## config.mk

```make
export PLATFORM = sky130hd
export DESIGN_NAME = rom_load_ctrl_flat
export DESIGN_NICKNAME = d
export VERILOG_FILES = /design/src/rtl/rom_load_ctrl_if.sv /design/src/rtl/rom_load_ctrl.sv /design/src/flat_wrapper.sv
export SDC_FILE = /design/constraint.sdc
export NUM_CORES = 1
export LEC_CHECK = 0
export ABC_CLOCK_PERIOD_IN_PS = 3350
export BUFFER_PORTS_ARGS = -buffer_cell sky130_fd_sc_hd__buf_2
export CORE_ASPECT_RATIO = 1.5
export CORE_UTILIZATION = 55
export DETAILED_ROUTE_END_ITERATION = 10
export GPL_TIMING_DRIVEN = 0
export PLACE_DENSITY_LB_ADDON = 0.05
export SLEW_MARGIN = 20
export SYNTH_ARGS = -nofsm -noshare
export SYNTH_HDL_FRONTEND = slang
export SYNTH_SLANG_ARGS = --single-unit
```

## constraint.sdc

```tcl
create_clock -name clk_sys -period 3.35 [get_ports clk_sys]
set_clock_uncertainty 0.15 [all_clocks]
set_input_delay 0.335 -clock clk_sys [delete_from_list [all_inputs] [get_ports clk_sys]]
set_output_delay 0.335 -clock clk_sys [all_outputs]
set_load 0.03 [all_outputs]
```

## src/rtl/rom_load_ctrl_if.sv

```systemverilog
// Signal bundle between the HPS download port, the ROM loader and the game core.
// The master drives the ioctl side; the loader is the slave.
interface rom_load_ctrl_if;
   logic        ioctl_download;
   logic        ioctl_wr;
   logic [24:0] ioctl_addr;
   logic [7:0]  ioctl_dout;
   logic        user_reset;

   logic [15:0] dn_addr;
   logic [7:0]  dn_data;
   logic        dn_wr;
   logic [1:0]  dn_region;
   logic        core_reset;
   logic        rom_valid;
   logic        load_err;

   modport master (
      output ioctl_download, ioctl_wr, ioctl_addr, ioctl_dout, user_reset,
      input  dn_addr, dn_data, dn_wr, dn_region, core_reset, rom_valid, load_err
   );

   modport slave (
      input  ioctl_download, ioctl_wr, ioctl_addr, ioctl_dout, user_reset,
      output dn_addr, dn_data, dn_wr, dn_region, core_reset, rom_valid, load_err
   );
endinterface

```

## src/rtl/rom_load_ctrl.sv

```systemverilog
// ROM download controller: forwards HPS bytes into ROM, checks the image length,
// and sequences the game core reset around loads and user resets.
module rom_load_ctrl #(
   parameter logic [16:0] EXPECTED_LEN = 17'h10000,
   parameter logic [15:0] RESET_HOLD   = 16'd1024,
   parameter logic [15:0] GFX_BASE     = 16'h4000,
   parameter logic [15:0] SND_BASE     = 16'h5000
) (
   input  logic           clk_sys,
   input  logic           RESET,
   rom_load_ctrl_if.slave bus
);

   localparam logic [2:0] S_IDLE  = 3'd0;
   localparam logic [2:0] S_LOAD  = 3'd1;
   localparam logic [2:0] S_CHECK = 3'd2;
   localparam logic [2:0] S_HOLD  = 3'd3;
   localparam logic [2:0] S_RUN   = 3'd4;
   localparam logic [2:0] S_ERROR = 3'd5;

   localparam logic [1:0] REG_CPU   = 2'd0;
   localparam logic [1:0] REG_GFX   = 2'd1;
   localparam logic [1:0] REG_OTHER = 2'd2;

   localparam logic [16:0] COUNT_MAX = 17'h1FFFF;

   logic [2:0]  state_q, state_d;
   logic        dl_q, dl_d;
   logic [16:0] count_q, count_d;
   logic        ovf_q, ovf_d;
   logic [15:0] hold_q, hold_d;
   logic        rom_valid_q, rom_valid_d;
   logic        load_err_q, load_err_d;
   logic        core_reset_q, core_reset_d;
   logic        dn_wr_q, dn_wr_d;
   logic [15:0] dn_addr_q, dn_addr_d;
   logic [7:0]  dn_data_q, dn_data_d;
   logic [1:0]  dn_region_q, dn_region_d;

   logic dl_rise, dl_fall, rise_go, wr_live, in_range, wr_accept, wr_drop;

   always_comb begin
      dl_rise   = bus.ioctl_download & ~dl_q;
      dl_fall   = ~bus.ioctl_download & dl_q;
      // A rise seen in CHECK is a glitch right after a fall; it does not start a load.
      rise_go   = dl_rise && (state_q != S_CHECK);
      wr_live   = bus.ioctl_wr && bus.ioctl_download && (rise_go || state_q == S_LOAD);
      in_range  = bus.ioctl_addr < {8'd0, EXPECTED_LEN};
      wr_accept = wr_live && in_range;
      wr_drop   = wr_live && !in_range;
   end

   always_comb begin
      state_d     = state_q;
      dl_d        = bus.ioctl_download;
      count_d     = count_q;
      ovf_d       = ovf_q;
      hold_d      = hold_q;
      rom_valid_d = rom_valid_q;
      load_err_d  = load_err_q;

      if (rise_go) begin
         state_d     = S_LOAD;
         count_d     = wr_accept ? 17'd1 : 17'd0;
         ovf_d       = wr_drop;
         rom_valid_d = 1'b0;
         load_err_d  = 1'b0;
      end else begin
         case (state_q)
            S_IDLE, S_ERROR: ;
            S_LOAD: begin
               if (wr_accept && count_q != COUNT_MAX)
                  count_d = count_q + 17'd1;
               if (wr_drop)
                  ovf_d = 1'b1;
               if (dl_fall)
                  state_d = S_CHECK;
            end
            S_CHECK: begin
               if (count_q == EXPECTED_LEN && !ovf_q) begin
                  state_d     = S_HOLD;
                  hold_d      = RESET_HOLD;
                  rom_valid_d = 1'b1;
               end else begin
                  state_d    = S_ERROR;
                  load_err_d = 1'b1;
               end
            end
            S_HOLD: begin
               // RUN follows the cycle after the counter has reached zero.
               if (bus.user_reset)
                  hold_d = RESET_HOLD;
               else if (hold_q == 16'd0)
                  state_d = S_RUN;
               else
                  hold_d = hold_q - 16'd1;
            end
            S_RUN: begin
               if (bus.user_reset) begin
                  state_d = S_HOLD;
                  hold_d  = RESET_HOLD;
               end
            end
            default: state_d = S_IDLE;
         endcase
      end
   end

   always_comb begin
      dn_wr_d     = wr_accept;
      dn_addr_d   = dn_addr_q;
      dn_data_d   = dn_data_q;
      dn_region_d = dn_region_q;
      if (wr_accept) begin
         dn_addr_d = bus.ioctl_addr[15:0];
         dn_data_d = bus.ioctl_dout;
         if (bus.ioctl_addr < {9'd0, GFX_BASE})
            dn_region_d = REG_CPU;
         else if (bus.ioctl_addr < {9'd0, SND_BASE})
            dn_region_d = REG_GFX;
         else
            dn_region_d = REG_OTHER;
      end
      core_reset_d = (state_d != S_RUN);
   end

   // dl_q resets high so a download still active across RESET is not seen as a new edge.
   always_ff @(posedge clk_sys or posedge RESET) begin
      if (RESET) begin
         state_q      <= S_IDLE;
         dl_q         <= 1'b1;
         count_q      <= 17'd0;
         ovf_q        <= 1'b0;
         hold_q       <= 16'd0;
         rom_valid_q  <= 1'b0;
         load_err_q   <= 1'b0;
         core_reset_q <= 1'b1;
         dn_wr_q      <= 1'b0;
         dn_addr_q    <= 16'd0;
         dn_data_q    <= 8'd0;
         dn_region_q  <= REG_CPU;
      end else begin
         state_q      <= state_d;
         dl_q         <= dl_d;
         count_q      <= count_d;
         ovf_q        <= ovf_d;
         hold_q       <= hold_d;
         rom_valid_q  <= rom_valid_d;
         load_err_q   <= load_err_d;
         core_reset_q <= core_reset_d;
         dn_wr_q      <= dn_wr_d;
         dn_addr_q    <= dn_addr_d;
         dn_data_q    <= dn_data_d;
         dn_region_q  <= dn_region_d;
      end
   end

   assign bus.dn_wr      = dn_wr_q;
   assign bus.dn_addr    = dn_addr_q;
   assign bus.dn_data    = dn_data_q;
   assign bus.dn_region  = dn_region_q;
   assign bus.core_reset = core_reset_q;
   assign bus.rom_valid  = rom_valid_q;
   assign bus.load_err   = load_err_q;

endmodule

```

## src/flat_wrapper.sv

```systemverilog
// flat-port wrapper written by rule: the top's interface ports become plain ports
module rom_load_ctrl_flat 
#(
   parameter logic [16:0] EXPECTED_LEN = 17'h10000,
   parameter logic [15:0] RESET_HOLD   = 16'd1024,
   parameter logic [15:0] GFX_BASE     = 16'h4000,
   parameter logic [15:0] SND_BASE     = 16'h5000
)
  (clk_sys, RESET, bus_ioctl_download, bus_ioctl_wr, bus_ioctl_addr, bus_ioctl_dout, bus_user_reset, bus_dn_addr, bus_dn_data, bus_dn_wr, bus_dn_region, bus_core_reset, bus_rom_valid, bus_load_err);
  rom_load_ctrl_if bus_i ();
  input  logic clk_sys;
  input  logic RESET;
  input wire logic [$bits(bus_i.ioctl_download)-1:0] bus_ioctl_download;
  input wire logic [$bits(bus_i.ioctl_wr)-1:0] bus_ioctl_wr;
  input wire logic [$bits(bus_i.ioctl_addr)-1:0] bus_ioctl_addr;
  input wire logic [$bits(bus_i.ioctl_dout)-1:0] bus_ioctl_dout;
  input wire logic [$bits(bus_i.user_reset)-1:0] bus_user_reset;
  output wire logic [$bits(bus_i.dn_addr)-1:0] bus_dn_addr;
  output wire logic [$bits(bus_i.dn_data)-1:0] bus_dn_data;
  output wire logic [$bits(bus_i.dn_wr)-1:0] bus_dn_wr;
  output wire logic [$bits(bus_i.dn_region)-1:0] bus_dn_region;
  output wire logic [$bits(bus_i.core_reset)-1:0] bus_core_reset;
  output wire logic [$bits(bus_i.rom_valid)-1:0] bus_rom_valid;
  output wire logic [$bits(bus_i.load_err)-1:0] bus_load_err;
  assign bus_i.ioctl_download = bus_ioctl_download;
  assign bus_i.ioctl_wr = bus_ioctl_wr;
  assign bus_i.ioctl_addr = bus_ioctl_addr;
  assign bus_i.ioctl_dout = bus_ioctl_dout;
  assign bus_i.user_reset = bus_user_reset;
  assign bus_dn_addr = bus_i.dn_addr;
  assign bus_dn_data = bus_i.dn_data;
  assign bus_dn_wr = bus_i.dn_wr;
  assign bus_dn_region = bus_i.dn_region;
  assign bus_core_reset = bus_i.core_reset;
  assign bus_rom_valid = bus_i.rom_valid;
  assign bus_load_err = bus_i.load_err;
  rom_load_ctrl #(.EXPECTED_LEN(EXPECTED_LEN), .RESET_HOLD(RESET_HOLD), .GFX_BASE(GFX_BASE), .SND_BASE(SND_BASE)) u_core (.clk_sys(clk_sys), .RESET(RESET), .bus(bus_i));
endmodule
```

-- Yosys cells after proc, flatten, opt, wreduce, memory -nomap -nowiden
Cells that the tools add are included.
- logic and storage cells: 86
- bits in registers: 68
- bits of input ports: 38
- magnitude comparators: 3
- reductions and logical operators: 24
- equality and inequality tests: 13
- bitwise operators: 5
- add/subtract/negate cells: 2
- muxes and demuxes: 27
- operators with widths (kind ; number):
    16-bit two-way mux ; 4
    17-bit two-way mux ; 3
    25-bit by 15-bit < comparator with 1-bit output (second input constant) ; 2
    16-bit case mux with 3 select lines ; 1
    25-bit by 17-bit < comparator with 1-bit output (second input constant) ; 1
    3-bit two-way mux ; 6
    17-bit by 1-bit adder with 17-bit output (second input constant) ; 1
    17-bit == test (second input constant) ; 1
    17-bit inequality test (second input constant) ; 1
    16-bit logical NOT ; 1
    16-bit by 1-bit subtractor with 16-bit output (second input constant) ; 1
    3-bit case mux with 5 select lines ; 1
    1-bit two-way mux ; 10
    2-bit nonzero test ; 5
    2-bit AND reduction ; 4
    1-bit logical AND ; 7
    3-bit by 2-bit == test with 1-bit output (second input constant) ; 2
    3-bit == test (second input constant) ; 2
    3-bit inequality test (second input constant) ; 2
    5-bit AND reduction ; 1
    2-bit two-way mux ; 2
    2-bit by 1-bit inequality test with 1-bit output (second input constant) ; 2
    3-bit by 1-bit == test with 1-bit output (second input constant) ; 1
    3-bit logical NOT ; 1
    8 further kinds ; 12

-- Depth between registers and ports, before layout
- depth in word-level cells: 10
- depth in mapped cells: 10
- gate-level depth less buffers: 9

-- Worst setup path after synthesis
OpenSTA, ideal clock, no wires.
- kind: register to register
- start point: reg u_core.count_q[6]
- end point: reg u_core.count_q[11]
- cell stages (with the launch flop): 10
- library setup time: 0.066 ns
- slack: 0.812 ns
- arrival: 2.322 ns
- cells stage by stage: dfrtp_1 nand3_1 nor3_1 nand3_1 nor2_1 ha_1 nand4b_1 or4_1 or4_1 nand2_1
- cells in the longest elaborated chain, start to end: 4
- elaborated cells on any way between the ends: 8
- RTL lines (item ; RTL line ; source):
    from (decl) ; rom_load_ctrl.sv:29 ; logic [16:0] count_q, count_d;
    from (signal assigned) ; rom_load_ctrl.sv:145 ; count_q <= count_d;
    17-bit by 1-bit adder with 17-bit output / 17-bit inequality test (equally long branches) ; rom_load_ctrl.sv:73, rom_load_ctrl.sv:72 ;
    17-bit two-way mux / 1-bit logical AND (equally long branches) ; rom_load_ctrl.sv:72 ; if (wr_accept && count_q != COUNT_MAX)
    17-bit two-way mux / 2-bit nonzero test (equally long branches) ; - ;
    17-bit two-way mux / 2-bit AND reduction (equally long branches) ; - ;
Several ways; a longest one is shown, not always the timed one. The select of a mux whose other input is x is not followed.
A chain may end at the register's enable or synchronous reset.

-- Final worst setup path
Ends and elaborated chain as after synthesis.

==> flow_summary.json <==
{
  "status": "completed",
  "crit_arrival_ns": 3.03,
  "period_share_pct": 86.7,
  "dp_cells": 476,
  "synth_area_leaders": "dfrtp_1, mux2_2, a21oi_1, nor2_1, nand2_1",
  "grt_max_degree": 47,
  "start_kind": "register",
  "final_nets": 457,
  "dpl_cell_area_um2": 4020,
  "cts_tree": "built",
  "ys_seq_area_share_pct": 47.8,
  "setup_viol": 0,
  "synth_seq_cells": 68,
  "die_h_um": 101,
  "multi_input_area_um2": 1730,
  "critPathCaptureType": "register",
  "coreArea_um2": 6220,
  "fill_cells": 500,
  "p_per_area_nw_per_um2": 593,
  "pwr-share-clk_pct": 25.5,
  "numCtsBuffers": 9,
  "die-area_um2": 6810,
  "setup_ws_ns": 0.446,
  "p_sw_mw": 0.899,
  "ant_nets": 0,
  "start_util_pct": 57.3,
  "ys.flop_type": "dfrtp_1",
  "cts_setup_buffers": 0,
  "synth_area_um2": 3560,
  "clock-sinks": 68,
  "ios": 68,
  "clk_pin_slew_worst_paths_ns": 0.07,
  "setup_tns_ns": 0,
  "drt_first_pass_iters": 4,
  "drt_wl_total_mm": 7.53,
  "diodes": 0,
  "cts_resized": 0,
  "tightest_slew_ns": 0.737,
  "place.gp.congestion": 0.828,
  "area_delta_synth_final_pct": 18.4,
  "post-route-drc-count": 0,
  "sw_frac_of_total_pct": 35.9,
  "finalCriticalPeriod_ns": 2.90,
  "slew_headroom_pct": 50.4,
  "cts_max_path_buffers": 2,
  "seqPwrFrac_pct": 42.2,
  "p_int_mw": 1.61,
  "overflow": 0,
  "antenna_found_initial": 0,
  "synth.distinct_cells": 64,
  "drive_above_1_share_pct": 32.1,
  "synth-edff-count": 0,
  "syn_nets": 377,
  "clockRootBuffer": "clkbuf_8",
  "yosysWarnings": 0,
  "io_buffers": 66,
  "syn_inst": 335,
  "crit_fanout": 6,
  "grt_pass1_vias": 2822,
  "synthArstFlopShare_pct": 100,
  "vias": 2909,
  "first_iter_violations": 135,
  "cp_data_required_time_ns": 3.48,
  "crit_type": "register to register",
  "htreeDepth": 3,
  "ir_worst_vdd_mv": 0.298,
  "die_x_um": 67.7,
  "wl_per_cell_um": 15.2,
  "viasPerCell": 5.89,
  "hold_viol_final": 0,
  "worstHoldPathType": "input pin to register",
  "power_frac_comb_pct": 32.3,
  "drv_cap": 0,
  "clock.fmax_mhz": 344,
  "place_ws_ns": 0.435,
  "synth_area_leader_cell": "dfrtp_1",
  "num_rows": 35,
  "final_cell_area_um2": 4220,
  "grt_first_pass_wirelength_mm": 12.6,
  "dpl.hpwl_mm": 5.56,
  "slew_viol_final": 0,
  "clkLatencyLatePin_ns": 0.34,
  "synth_top_area_share_pct": 46.4,
  "layoutNonFillerInstCount": 494,
  "avgSynthCellArea_um2": 10.6,
  "rsz0062_at_grt": "no",
  "hold_slack_ns": 0.0748,
  "grt_use_total_pct": 24.7,
  "p_leak_nw": 1.98,
  "regArea_um2": 1700
}
-- path summary, 6_finish.rpt --
kind,cells after the start,start,endpoint,slack [ns]
max,9,u_core.count_q[6],u_core.count_q[11],0.45
min,2,bus_ioctl_addr[5],u_core.bus.dn_addr[5],0.07
max reg2reg,9,u_core.count_q[6],u_core.count_q[11],0.45
min reg2reg,1,u_core.bus.dn_addr[14],u_core.bus.dn_addr[14],0.35
max in group asynchronous,4,RESET,u_core.count_q[8],2.18
min in group asynchronous,3,RESET,u_core.bus.dn_data[0],0.36
-- flip-flops by register name, indices dropped and copies added, names as in the netlist, 2 cells and up --
name                  count
u_core.state_q            3
u_core.count_q           17
u_core.bus.dn_region      2
u_core.hold_q            16
u_core.bus.dn_addr       16
u_core.bus.dn_data        8
-- synth_stat cells (6+ instances only) --
library cell,n
dfrtp_1,66
mux2_2,26
a21oi_1,22
nor2_1,22
nand2_1,19
inv_1,14
nand3_1,11
a31oi_1,9
o21ai_0,9
or4_1,9
clkbuf_1,8
nand2b_1,8
nor3_1,7
or3_1,7
nor4_1,6
or4b_1,6
-- placed cells by master (no fill, tap or decap), drive strengths merged, types with 6 or more instances in the layout --
| cell | count |
|---|---|
| or3 | 8 |
| or4 | 11 |
| dfrtp | 66 |
| clkbuf | 20 |
| nand2b | 8 |
| nand3 | 11 |
| buf | 72 |
| nor3 | 9 |
| a21oi | 22 |
| nor2 | 22 |
| o21ai | 12 |
| nand2 | 19 |
| inv | 14 |
| mux2 | 26 |
| or4b | 6 |
| nor4 | 8 |
| a31oi | 10 |
-- cell families (layout without fill, tap and decap cells) --
logic type / after synthesis / count (layout) / synth area share (%)
buffers and inverters: 28 / 113 / 3.58
AO/OA/AOI/OAI: 72 / 72 / 13.6
XOR/XNOR: 4 / 4 / 0.983
multiplexers: 30 / 30 / 9.34
AND/OR/NAND/NOR: 129 / 129 / 23.3
adder cells (fa/ha/maj): 4 / 4 / 1.41
flip-flops: 68 / 68 / 47.8
-- power groups by stage --
stage | clock network, mW | registers [mW] | logic, mW
global placement | 0 | 1.07 | 0.781
floorplan | 0 | 1.07 | 0.591
detailed placement | 0 | 1.07 | 0.803
finish | 0.639 | 1.06 | 0.808
global route | 0.702 | 1.07 | 0.893
CTS | 0.656 | 1.05 | 0.808
-- critical path: stages (launching register included) --
cell and delay [ns]:
dfrtp_1 0.45, nand3_1 0.15, nor3_1 0.10, nand3_1 0.12
nor2_1 0.06, ha_1 0.24, nand4b_1 0.33, or4_1 0.66
or4_1 0.50, nand2_1 0.08
-- final cells by class --
| cell class | instances | share of cell area [%] |
|---|---|---|
| multi-input cells | 239 | 41.0 |
| flip-flops and latches | 68 | 40.4 |
| repair buffers | 69 | 8.96 |
| clock buffers | 11 | 3.11 |
| well taps | 74 | 2.19 |
| plain buffers | 14 | 1.78 |
| inverters | 14 | 1.30 |
| clock inverters | 5 | 1.25 |
-- per-layer routing --
metal,GRT usage [%],share of wire [%]
met1,28.1,42
met2,43.3,53
met3,4.75,3.2
met4,11.1,1.7
met5,0,0
-- what timing repair did --
item,CTS,global route
hold endpoints to repair,21,0
setup endpoints to repair,0,0
hold buffers,2,0
-- metrics by stage --
stage / util (%) / power, mW
after floorplan: - / 1.66
after global placement: 64.1 / 1.85
after detailed placement: 64.6 / 1.87
after CTS: 67.8 / 2.52
after global routing: 67.8 / 2.66
final: 67.8 / 2.50
Note: power is estimated with default switching activity, not from simulation.
